File: config.mk
export PLATFORM = sky130hd
export DESIGN_NAME = sync_filter
export DESIGN_NICKNAME = d
export VERILOG_FILES = /design/src/rtl/sync_filter.sv
export SDC_FILE = /design/constraint.sdc
export NUM_CORES = 1
export LEC_CHECK = 0
export CORE_AREA = 2 2 84 54
export CTS_BUF_LIST = sky130_fd_sc_hd__clkbuf_8
export CTS_CLUSTER_SIZE = 14
export DETAILED_ROUTE_END_ITERATION = 10
export DIE_AREA = 0 0 86 56
export MAX_ROUTING_LAYER = met4
export PLACE_DENSITY = 0.71
export SLEW_MARGIN = 20
export SYNTH_ARGS = -nofsm -noshare
export SYNTH_HDL_FRONTEND = slang
export SYNTH_SLANG_ARGS = --single-unit
export TNS_END_PERCENT = 10
File: constraint.sdc
create_clock -name clk_i -period 1.3 [get_ports clk_i]
set_clock_uncertainty 0.05 [all_clocks]
set_input_delay 0.195 -clock clk_i [delete_from_list [all_inputs] [get_ports clk_i]]
set_output_delay 0.195 -clock clk_i [all_outputs]
set_load 0.02 [all_outputs]
File: src/rtl/sync_filter.sv
// Multi-channel input conditioner: N-stage synchronizer,
// stability filter and registered rise/fall edge pulses.
module sync_filter #(
  parameter int Channels     = 4,
  parameter int SyncStages   = 2,
  parameter int FilterCycles = 16,
  parameter logic [Channels-1:0] ResetValue = '0
) (
  input  logic                clk_i,
  input  logic                rst_i,
  input  logic [Channels-1:0] data_i,
  output logic [Channels-1:0] data_o,
  output logic [Channels-1:0] rise_o,
  output logic [Channels-1:0] fall_o,
  output logic                changed_o
);

  localparam int CntW = $clog2(FilterCycles + 1);
  localparam logic [CntW-1:0] CntLast =
    CntW'(FilterCycles - 1);

  if (SyncStages < 2) begin : g_bad_sync
    $error("SyncStages must be >= 2");
  end
  if (FilterCycles < 1) begin : g_bad_filt
    $error("FilterCycles must be >= 1");
  end

  logic [Channels-1:0] sync_q [SyncStages];
  logic [Channels-1:0] data_q;
  logic [Channels-1:0] rise_q;
  logic [Channels-1:0] fall_q;
  logic                changed_q;
  logic [CntW-1:0]     cnt_q [Channels];

  logic [Channels-1:0] s;
  logic [Channels-1:0] diff;
  logic [Channels-1:0] acc;

  always_ff @(posedge clk_i or posedge rst_i) begin
    if (rst_i) begin
      for (int i = 0; i < SyncStages; i++)
        sync_q[i] <= ResetValue;
    end else begin
      sync_q[0] <= data_i;
      for (int i = 1; i < SyncStages; i++)
        sync_q[i] <= sync_q[i-1];
    end
  end

  assign s = sync_q[SyncStages-1];

  // A channel flips only after its new level survived FilterCycles edges
  always_comb begin
    diff = s ^ data_q;
    acc  = '0;
    for (int c = 0; c < Channels; c++)
      acc[c] = diff[c] && (cnt_q[c] == CntLast);
  end

  always_ff @(posedge clk_i or posedge rst_i) begin
    if (rst_i) begin
      data_q    <= ResetValue;
      rise_q    <= '0;
      fall_q    <= '0;
      changed_q <= 1'b0;
      for (int c = 0; c < Channels; c++)
        cnt_q[c] <= '0;
    end else begin
      data_q    <= data_q ^ acc;
      rise_q    <= acc & s;
      fall_q    <= acc & ~s;
      changed_q <= |acc;
      for (int c = 0; c < Channels; c++) begin
        unique case (1'b1)
          !diff[c]:           cnt_q[c] <= '0;
          acc[c]:             cnt_q[c] <= '0;
          diff[c] && !acc[c]: cnt_q[c] <= cnt_q[c] + 1'b1;
        endcase
      end
    end
  end

  assign data_o    = data_q;
  assign rise_o    = rise_q;
  assign fall_o    = fall_q;
  assign changed_o = changed_q;

endmodule

==> run_results.csv <==
group,metric,value,unit
critical_path,slowest_stage,"dfrtp_1",
critical_path,cp_data_required_time,1440,ps
detailed_routing,drt-initial-drc-count,40,
layout,diodes,0,
critical_path,critPathArrivalTime,1520,ps
critical_path,worstSetupPathType,"reg2reg",
synth,synth_unique_cells,15,
detailed_routing,route.antenna.remaining_nets,0,
critical_path,critical_path.max_stage_delay,390,ps
floorplan,ioPinCount,19,
synth,postSynthNetCount,137,
sta,setup_ws,-83.0,ps
floorplan,floorplan.core_area,3990,um2
critical_path,critPathLaunchType,"flop",
clock_tree,cts-buffers-inserted,5,
placement,placement.io_buffers,18,
layout,nets,178,
detailed_routing,average_wire_per_standard_cell,12.7,um
sta,timing_hold_violations_final,0,
critical_path,worst_setup_path_end_kind,"flop",
floorplan,die_height,56,um
synth,yosysWarnings,0,
floorplan,floorplan.die_area,4820,um2
synth,synth_area,1540,um2
placement,dp.cells,204,
floorplan,initial_utilization,0.386,
sta,period_needed,1380,ps
run_status,result_of_the_run,"complete, but fails checks",
clock_tree,clock-sinks,41,
detailed_routing,route.detailed.drc,0,
clock_tree,cts_max_level,2,
global_route,maximum_number_of_pins_on_one_net_before_global_route_repair,42,
detailed_routing,finalWirelength,2730,um
clock_tree,ctsRootBufferMaster,"clkbuf_8",
clock_tree,buffer_depth_of_the_longest_clock_path,2,
global_route,grt.met3_usage,0.0475,
global_route,globalRouteTotalUtil,0.133,
power,power.density_cell_area,1140,nW/um2
sta,final_min_period_over_clock_period,1.06,
critical_path,worstPathBufferInverterCount,0,
global_route,initial_antenna_violation_count,0,
clock_tree,clkSlewWorstSetupHoldPaths,80,ps
sta,hold_ws,200,ps
detailed_routing,drt-vias-per-instance,4.49,
global_route,gr_layer_usage_met1,0.151,
clock_tree,tritoncts,"done",
sta,slew_viol_final,0,
synth,synth.avg_cell_area,12.5,um2
synth,synth_seq_area_share,0.667,
clock_tree,clk-insertion-delay-late,300,ps
worst_hold_path,hold_path.class,"in2async",
layout,area.growth.synth_to_final,38.8,%
sta,timing.slew.headroom,0.735,
detailed_routing,routed-via-count,966,
sta,setup_viol_count_final,17,
placement,dpl.hpwl,1790,um
synth,synth.ff_latch_count,41,
global_route,first_global_vias,1067,
floorplan,rows,18,
sta,max_slew.worst_pin.slew,395,ps
critical_path,worst_path_cell_trace,"ha_2 -> and3_4 -> ha_4 -> mux2_4",
layout,final-instance-count-excl-fill,215,
synth,synthesized_netlist_cell_count,123,
critical_path,critPathTopFamily,"flip-flops",
run,max-cap-violations,0,
layout,post_route_cells_drive_above_1_share,0.309,
sta,achievable-frequency,723,MHz
run_status,failing_checks,"setup timing",
global_route,grt_busiest_layer,"met2",
global_route,grtUsageMet2,0.210,
power,reported_leakage_power,1.06,nW
global_route,grt_first_pass_wirelength,4670,um
floorplan,chipWidth,86,um
global_route,globalRouteOverflowTotal,0,
sta,grt_setup_unrepaired,"yes",
detailed_routing,drt_pass1_iterations,4,
power,vdd.ir_drop.worst,0.738,mV
critical_path,critical_path.max_fanout,5,
placement,globalplace.congestion,0.686,
[what timing repair did]
item	in CTS	in global routing
setup endpoints to repair	37	24
pin swaps	7	4
setup buffers	0	3
hold buffers	0	0
resized for setup	24	10
[kinds of logic (layout without fill, tap and decap cells)]
family / count (synthesis) / in the layout / synth area share
compound gates: 5 / 5 / 0.0195
xor+xnor: 12 / 12 / 0.0683
mux: 1 / 1 / 0.00732
buf+inv: 12 / 54 / 0.0293
fa+ha+maj: 8 / 8 / 0.0650
simple gates: 44 / 44 / 0.144
flops: 41 / 41 / 0.667
[metal layers]
metal	vias to the layer above	wire (um)
li1	472	-
met1	467	1190
met2	20	1350
met3	7	126
met4	0	64
met5	-	0
[cell usage after synthesis]
master    count  area, um2
mux2_1        1       11.3
dfrtp_1      41       1030
nand3_1       4       20.0
xor2_1        8       70.1
inv_1        12       45.0
nor2_1       23       86.3
ha_1          8        100
nand2_1       4       15.0
xnor2_1       4       35.0
o21ai_1       3       15.0
nor3b_1       3       22.5
and3_1        4       25.0
a22oi_1       2       15.0
and3b_1       2       17.5
nand2b_2      4       35.0
[worst register-to-register path, cell delays in order (launching register included)]
cell	delay [ps]
dfrtp_1	390
ha_2	190
and3_4	180
ha_4	170
mux2_4	290
[power breakdown]
group / switching [W] / leakage [nW] / total, W / internal [W]
combinational: 0.0000850 / 0.461 / 0.000172 / 0.0000874
sequential: 0.0000302 / 0.544 / 0.00135 / 0.00132
clock: 0.000432 / 0.0542 / 0.000912 / 0.000480
[state kept, by name, summed over array words and instances, names as in the netlist, named ones only]
name and cells:
changed_o 1, cnt_q 20, fall_o 4, s 4, rise_o 4, sync_q 4
[placed cells by master (no fill, tap or decap), drive strengths merged]
| cell type | netlist | final |
|---|---|---|
| a22oi | 2 | 2 |
| and3 | 4 | 4 |
| and3b | 2 | 2 |
| buf | 0 | 16 |
| clkbuf | 0 | 7 |
| clkdlybuf4s50 | 0 | 5 |
| clkinv | 0 | 1 |
| dfrtp | 41 | 41 |
| dlygate4sd2 | 0 | 13 |
| ha | 8 | 8 |
| inv | 12 | 12 |
| mux2 | 1 | 1 |
| nand2 | 4 | 4 |
| nand2b | 4 | 4 |
| nand3 | 4 | 4 |
| nor2 | 23 | 23 |
| nor3b | 3 | 3 |
| o21ai | 3 | 3 |
| xnor2 | 4 | 4 |
| xor2 | 8 | 8 |
[path summary, 6_finish.rpt]
kind                                          start             endpoint  slack (ps)  cells past startpoint
worst max-delay path             cnt_q[1]$_DFF_PP0_                 flop         -80                      4
max in group asynchronous                     rst_i  sync_q[6]$_DFF_PP0_         810                      3
worst min register to register  sync_q[5]$_DFF_PP0_       s[1]$_DFF_PP0_         300                      0
worst max register to register   cnt_q[1]$_DFF_PP0_                 flop         -80                      4
min in group clk_i                        data_i[0]  sync_q[4]$_DFF_PP0_         280                      1
worst min-delay path                          rst_i   cnt_q[3]$_DFF_PP0_         200                      3
[through the flow]
stage                     TNS [ps]  instance area (um2)  utilization  setup WS (ps)  total power, W
after global routing         -1480                 2140        0.536           -117         0.00253
after floorplan               -136                 1590            -          -47.1         0.00145
after detailed placement     -1260                 1940        0.486           -115         0.00152
after CTS                     -307                 2080        0.523          -94.8         0.00245
after global placement        -668                 1940        0.486          -96.8         0.00151
final                         -386                 2140        0.536          -83.0         0.00243
[area by class of cell]
type / instances / area, um2
inverter: 12 / 45.0
timing repair buffer: 34 / 297
sequential: 41 / 1030
clock buffer: 7 / 96.3
tap: 50 / 62.6
multi-input combinational: 70 / 604
fill: 351 / 1850
clock inverter: 1 / 5.00
No activity file was read; power rests on OpenSTA's default activity.
